### config.mk
export PLATFORM = sky130hd
export DESIGN_NAME = conbus_slave_buf
export DESIGN_NICKNAME = d
export VERILOG_FILES = /design/src/rtl/conbus_slave_buf_pkg.sv /design/src/rtl/conbus_slave_buf.sv
export SDC_FILE = /design/constraint.sdc
export NUM_CORES = 1
export LEC_CHECK = 0
export ABC_AREA = 0
export ABC_CLOCK_PERIOD_IN_PS = 2900
export CAP_MARGIN = 20
export CORE_ASPECT_RATIO = 1.5
export CORE_MARGIN = 3
export CORE_UTILIZATION = 45
export CTS_BUF_LIST = sky130_fd_sc_hd__clkbuf_16
export DETAILED_ROUTE_END_ITERATION = 7
export PLACE_DENSITY_LB_ADDON = 0.15
export SLEW_MARGIN = 20
export SYNTH_ARGS = -nofsm -noshare
export SYNTH_HDL_FRONTEND = slang
export SYNTH_SLANG_ARGS = --single-unit
export TNS_END_PERCENT = 5
### constraint.sdc
create_clock -name sys_clk -period 2.9 [get_ports sys_clk]
set_clock_uncertainty 0.2 [all_clocks]
set_input_delay 0.58 -clock sys_clk [delete_from_list [all_inputs] [get_ports sys_clk]]
set_output_delay 0.58 -clock sys_clk [all_outputs]
set_load 0.005 [all_outputs]
### src/rtl/conbus_slave_buf_pkg.sv
// Shared definitions for the conbus slave buffer: FSM state encodings and
// Wishbone cycle-type constants.
package conbus_slave_buf_pkg;

    typedef enum logic [1:0] {
        ST_IDLE = 2'd0,
        ST_WAIT = 2'd1,
        ST_ACK  = 2'd2
    } state_e;

    localparam logic [2:0] CTI_CLASSIC = 3'b000;
    localparam logic [2:0] CTI_INCR    = 3'b010;
    localparam logic [2:0] CTI_END     = 3'b111;

endpackage

### src/rtl/conbus_slave_buf.sv
// conbus_slave_buf: registered Wishbone slice between one conbus slave port and a
// slow/distant peripheral. Every output is a flop except m_ack_o, which is gated by
// the live m_cyc_i so an ack is never delivered to a master that has left the cycle.
// Optional watchdog: define CONBUS_SLAVE_BUF_TIMEOUT_EN to return a dummy ack
// (TIMEOUT_DATA) after TIMEOUT_CYCLES ack-less WAIT cycles.
module conbus_slave_buf
    import conbus_slave_buf_pkg::*;
#(
    parameter bit                   FORWARD_CTI    = 1'b0,
    parameter int unsigned          TIMEOUT_W      = 8,
    parameter logic [TIMEOUT_W-1:0] TIMEOUT_CYCLES = 8'd255,
    parameter logic [31:0]          TIMEOUT_DATA   = 32'hdeadbeef
) (
    input  logic        sys_clk,
    input  logic        sys_rst,
    input  logic [31:0] m_adr_i,
    input  logic [31:0] m_dat_i,
    input  logic [3:0]  m_sel_i,
    input  logic [2:0]  m_cti_i,
    input  logic        m_we_i,
    input  logic        m_cyc_i,
    input  logic        m_stb_i,
    output logic [31:0] m_dat_o,
    output logic        m_ack_o,
    output logic [31:0] s_adr_o,
    output logic [31:0] s_dat_o,
    output logic [3:0]  s_sel_o,
    output logic [2:0]  s_cti_o,
    output logic        s_we_o,
    output logic        s_cyc_o,
    output logic        s_stb_o,
    input  logic [31:0] s_dat_i,
    input  logic        s_ack_i,
    output logic        timeout_o
);

    state_e      state_q;
    logic [31:0] m_dat_q;
    logic        ack_q;
    logic [31:0] s_adr_q;
    logic [31:0] s_dat_q;
    logic [3:0]  s_sel_q;
    logic [2:0]  s_cti_q;
    logic        s_we_q;
    logic        s_cyc_q;
    logic        abort_q;

    // The master has abandoned the cycle if cyc dropped at any point in WAIT,
    // including the cycle the peripheral finally acks.
    logic        abort_d;
    logic [2:0]  cti_d;

    assign abort_d = abort_q | ~m_cyc_i;
    assign cti_d   = FORWARD_CTI ? m_cti_i : CTI_CLASSIC;

`ifdef CONBUS_SLAVE_BUF_TIMEOUT_EN
    logic [TIMEOUT_W-1:0] wd_cnt_q;
    logic                 timeout_q;
    assign timeout_o = timeout_q;
`else
    // Watchdog parameters have no function in this build.
    logic unused_timeout;
    assign unused_timeout = ^{TIMEOUT_CYCLES, TIMEOUT_DATA};
    assign timeout_o      = 1'b0;
`endif

    // Request/response FSM; all bus-facing outputs are registered here.
    always_ff @(posedge sys_clk) begin
        if (sys_rst) begin
            state_q <= ST_IDLE;
            m_dat_q <= '0;
            ack_q   <= 1'b0;
            s_adr_q <= '0;
            s_dat_q <= '0;
            s_sel_q <= '0;
            s_cti_q <= '0;
            s_we_q  <= 1'b0;
            s_cyc_q <= 1'b0;
            abort_q <= 1'b0;
`ifdef CONBUS_SLAVE_BUF_TIMEOUT_EN
            wd_cnt_q  <= '0;
            timeout_q <= 1'b0;
`endif
        end else begin
            ack_q <= 1'b0;
`ifdef CONBUS_SLAVE_BUF_TIMEOUT_EN
            timeout_q <= 1'b0;
`endif
            case (state_q)
                ST_IDLE: begin
                    if (m_cyc_i && m_stb_i) begin
                        s_adr_q <= m_adr_i;
                        s_dat_q <= m_dat_i;
                        s_sel_q <= m_sel_i;
                        s_cti_q <= cti_d;
                        s_we_q  <= m_we_i;
                        s_cyc_q <= 1'b1;
                        abort_q <= 1'b0;
`ifdef CONBUS_SLAVE_BUF_TIMEOUT_EN
                        wd_cnt_q <= '0;
`endif
                        state_q <= ST_WAIT;
                    end
                end
                ST_WAIT: begin
                    abort_q <= abort_d;
                    if (s_ack_i) begin
                        // A real ack beats a watchdog expiry on the same cycle.
                        m_dat_q <= s_dat_i;
                        s_cyc_q <= 1'b0;
                        ack_q   <= ~abort_d;
                        state_q <= ST_ACK;
                    end
`ifdef CONBUS_SLAVE_BUF_TIMEOUT_EN
                    else if (wd_cnt_q == TIMEOUT_CYCLES) begin
                        m_dat_q   <= TIMEOUT_DATA;
                        s_cyc_q   <= 1'b0;
                        ack_q     <= ~abort_d;
                        timeout_q <= 1'b1;
                        state_q   <= ST_ACK;
                    end else begin
                        wd_cnt_q <= wd_cnt_q + 1'b1;
                    end
`endif
                end
                ST_ACK: begin
                    // Any request seen here is left for IDLE to pick up next cycle.
                    state_q <= ST_IDLE;
                end
                default: state_q <= ST_IDLE;
            endcase
        end
    end

    assign m_dat_o = m_dat_q;
    assign m_ack_o = ack_q & m_cyc_i;
    assign s_adr_o = s_adr_q;
    assign s_dat_o = s_dat_q;
    assign s_sel_o = s_sel_q;
    assign s_cti_o = s_cti_q;
    assign s_we_o  = s_we_q;
    assign s_cyc_o = s_cyc_q;
    assign s_stb_o = s_cyc_q;

endmodule

# Yosys cells after proc, flatten, opt, wreduce, memory -nomap -nowiden
# Index checks and enable logic that the tools add are counted.
# classes
bitwise,6
magnitude_cmp,0
n_eq_ne,3
addsub,0
multipliers,0
mux,8
shifts,0
reduce_logical,9
n_div,0
# op_table
operator,count
$reduce_and A2 Y1,4
$mux W2,2
$ne A2 B2 Y1 const B,2
$not A1 Y1,4
$pmux W1 S2,2
$pmux W2 S2,1
$mux W1,3
$reduce_and A3 Y1,1
$reduce_or A3 Y1,1
$eq A2 B1 Y1 const B,1
$logic_not A2 Y1,1
$reduce_bool A2 Y1,1
$and A1 B1 Y1,1
$logic_and A1 B1 Y1,1
$or A1 B1 Y1,1
# word_totals
register_bits,106
n_memories,0
word_cells,35
romBits,0
latchBits,0
out_inout_bits,108
in_bits,109
ramBits,0

# Depth between registers and ports, before layout
# depth
word_depth,3
depth_mapped,5
mapped_depth_nobuf,2

# Worst setup path before layout
# No wires, ideal clock.
# synth_path
kind,input -> register
startpoint,input port sys_rst
endpoint,"register s_cyc_q, in the netlist s_cyc_o"
path_buffers,3
stages,5
t_arrival_ns,1.279
path_slack_ns,1.290
t_required_ns,2.569
setup_time_ns,0.131
path_cell_list,buf_2 > buf_2 > clkbuf_1 > nand2b_1 > o22ai_1
# synth_lines
element,line,text
from (decl),conbus_slave_buf.sv:15,"input logic sys_rst,"
to (signal assigned),conbus_slave_buf.sv:78,s_cyc_q <= 1'b0;
to (signal assigned),conbus_slave_buf.sv:97,s_cyc_q <= 1'b1;
to (signal assigned),conbus_slave_buf.sv:110,s_cyc_q <= 1'b0;
to (decl),conbus_slave_buf.sv:45,logic s_cyc_q;

# Final worst setup path
# layout_path
startpoint,input port m_cyc_i
endpoint,output port m_ack_o
# layout_between
elab_chain_len,1
# layout_lines
element,line,text
from (decl),conbus_slave_buf.sv:21,"input logic m_cyc_i,"
$and A1 B1 Y1,conbus_slave_buf.sv:136,assign m_ack_o = ack_q & m_cyc_i;
to (decl),conbus_slave_buf.sv:24,"output logic m_ack_o,"
# Every way passes these cells.

==> results.json <==
{
  "startpoint_type": "primary input",
  "drc": 0,
  "drt_iter0_drc": 131,
  "cp.arrival_ns": 1.81,
  "setup_viol": 0,
  "rsz0062_at_grt": "no",
  "drive_gt1_share_pct": 3.81,
  "finalMaxSlewViolations": 0,
  "cts_setup_buffers": 0,
  "insertion_delay_ns": 0.33,
  "vias_per_cell": 4.66,
  "cts_buffers": 9,
  "diodes": 0,
  "max_clock_freq_mhz": 387,
  "path_delay_family": "buffers and inverters",
  "min_period_ns": 2.59,
  "path_max_fanout": 5,
  "crit_required_ns": 2.12,
  "antenna_left": 0,
  "total_leakage_power_nw": 2.59,
  "ir_drop_v": 0.000285,
  "grt.overflow.total": 0,
  "crit_type": "primary input to output port",
  "root_buffer": "clkbuf_16",
  "synthCells": 463,
  "die-height_um": 132,
  "clock-sinks": 106,
  "synthToLayoutAreaGrowth_pct": 51.8,
  "final_hold_viol_count": 0,
  "netlist_area_mm2": 0.00476,
  "cp.buffers_inverters": 2,
  "nets": 761,
  "die-area_mm2": 0.0119,
  "final.period_utilization_pct": 89.2,
  "synth_warnings": 0,
  "cts-htree-levels": 3,
  "cts_tree": "yes",
  "grt_pass1_vias": 3717,
  "row_count": 45,
  "fin_tns_setup_ns": 0,
  "power_density_mw_per_mm2": 477,
  "status": "complete, no violations",
  "cts_resized": 0,
  "gp_congestion": 0.718,
  "grt_pass1_wl_mm": 18.5,
  "io_buffers": 209,
  "wl_per_cell_um": 14.5,
  "path_clk_slew_ns": 0.06,
  "clock_path_buffers": 2,
  "dp_hpwl_mm": 8.54,
  "wirelength_mm": 11.6,
  "drt-pass1-iter-count": 4,
  "io_pins": 217,
  "ys_ff_latch": 106,
  "synth_cell_type_count": 21,
  "total_power_mw": 3.45,
  "start_util_pct": 46.5,
  "crit_slowest_cell": "clkdlybuf4s50_1",
  "seq_area_frac_synth_pct": 44.6,
  "antenna_found_initial": 0,
  "fp.dieW_um": 90.0,
  "cap_violations": 0,
  "r2r_slack_ns": 1.38,
  "endpoint_kind": "output port",
  "grt_max_degree": 80,
  "fin_ws_ns": 0.313,
  "dp_slack_ns": 0.318,
  "hold_class": "flip-flop to flip-flop",
  "core_mm2": 0.0102,
  "cpMostUsedCell": "clkdlybuf4s50_1",
  "crit_path_cell_trace": "clkdlybuf4s50_1 -> and2_1 -> clkdlybuf4s50_1",
  "slowest_delay_ns": 0.58,
  "grt_usage_pct": 19.2,
  "syn_avg_cell_area_um2": 10.3,
  "hold_buffers": 0,
  "vias": 3721
}
Yosys cell counts, drive strengths merged:
master   count  area (um^2)
dfxtp      106         2120
a21oi        1         5.00
and2         1         6.26
nor4bb       1         10.0
nand2b     203         1270
nor2b        1         6.26
nand4bb      1         11.3
nor2         1         3.75
and3b        1         8.76
o21ba        1         10.0
or3b         1         8.76
nor4         1         21.3
buf         21          174
conb         1         3.75
o22ai        1         6.26
clkbuf      19         71.3
and4bb       1         12.5
mux2i      101         1010
placed cells by master (no fill, tap or decap), drive strengths merged:
| cell | synthesis | final |
|---|---|---|
| clkdlybuf4s50 | 0 | 208 |
| nand2b | 203 | 203 |
| dfxtp | 106 | 106 |
| mux2i | 101 | 101 |
| clkbuf | 19 | 9 |
| buf | 21 | 7 |
| conb | 1 | 4 |
| bufinv | 0 | 3 |
| clkinv | 0 | 2 |
| and2 | 1 | 1 |
| and3b | 1 | 1 |
| and4bb | 1 | 1 |
| nor4bb | 1 | 1 |
| nand4bb | 1 | 1 |
| o22ai | 1 | 1 |
| o21ba | 1 | 1 |
| nor2 | 1 | 1 |
| nor4 | 1 | 1 |
| or3b | 1 | 1 |
| a21oi | 1 | 1 |
| nor2b | 1 | 1 |
| clkinvlp | 0 | 1 |
| inv | 0 | 1 |
per-layer routing:
metal,vias to the layer above,GRT usage [%],routed length [um]
met5,-,0,0
met4,0,7.33,273
met3,19,6.57,812
met2,129,34.5,6010
met1,1717,20.9,4490
li1,1856,-,-
logic make-up (layout without fill, tap and decap cells):
group / count (synthesis) / after routing / synth area share (%)
compound gates: 3 / 3 / 0.447
buf+inv: 40 / 231 / 5.15
flops: 106 / 106 / 44.6
mux: 101 / 101 / 21.2
other cells: 1 / 4 / 0.0787
simple gates: 212 / 212 / 28.5
area by class of cell:
cell class              instances  area, um^2
flip-flops and latches        106        2120
clock buffers                   9         225
clock inverters                 7         109
fillers                       807        3020
multi-input cells             320        2410
well taps                     141         176
repair buffers                215        2180
registers in the layout, summed over array words and instances, names as in the netlist:
| register | count |
|---|---|
| m_dat_o | 32 |
| s_adr_o | 32 |
| s_dat_o | 32 |
| s_sel_o | 4 |
| state_q | 2 |
| abort_q | 1 |
| ack_q | 1 |
| s_cyc_o | 1 |
| s_we_o | 1 |
report_power, final:
group | switching [mW] | internal (mW)
logic | 0.170 | 0.353
clock network | 0.533 | 0.835
registers | 0.0352 | 1.52
final timing paths:
path / endpoint / from / cells after the start
max reg2reg: s_adr_o[14] / state_q[0] / 3
min reg2reg: ack_q / abort_q / 1
max: m_ack_o / m_cyc_i / 3
min: ack_q / abort_q / 1
per-stage QoR:
| stage | hold slack, ns | util (%) | std cells | cell area (um^2) |
|---|---|---|---|---|
| finish | 0.255 | 70.5 | 798 | 7230 |
| global route | 0.274 | 70.5 | 798 | 7230 |
| CTS | 0.255 | 70.5 | 798 | 7230 |
| detailed placement | 0.246 | 67.3 | 782 | 6890 |
| global placement | 0.226 | 67.3 | 782 | 6890 |
| floorplan | 0.213 | - | 466 | 4770 |
No activity file was read; power rests on OpenSTA's default activity.
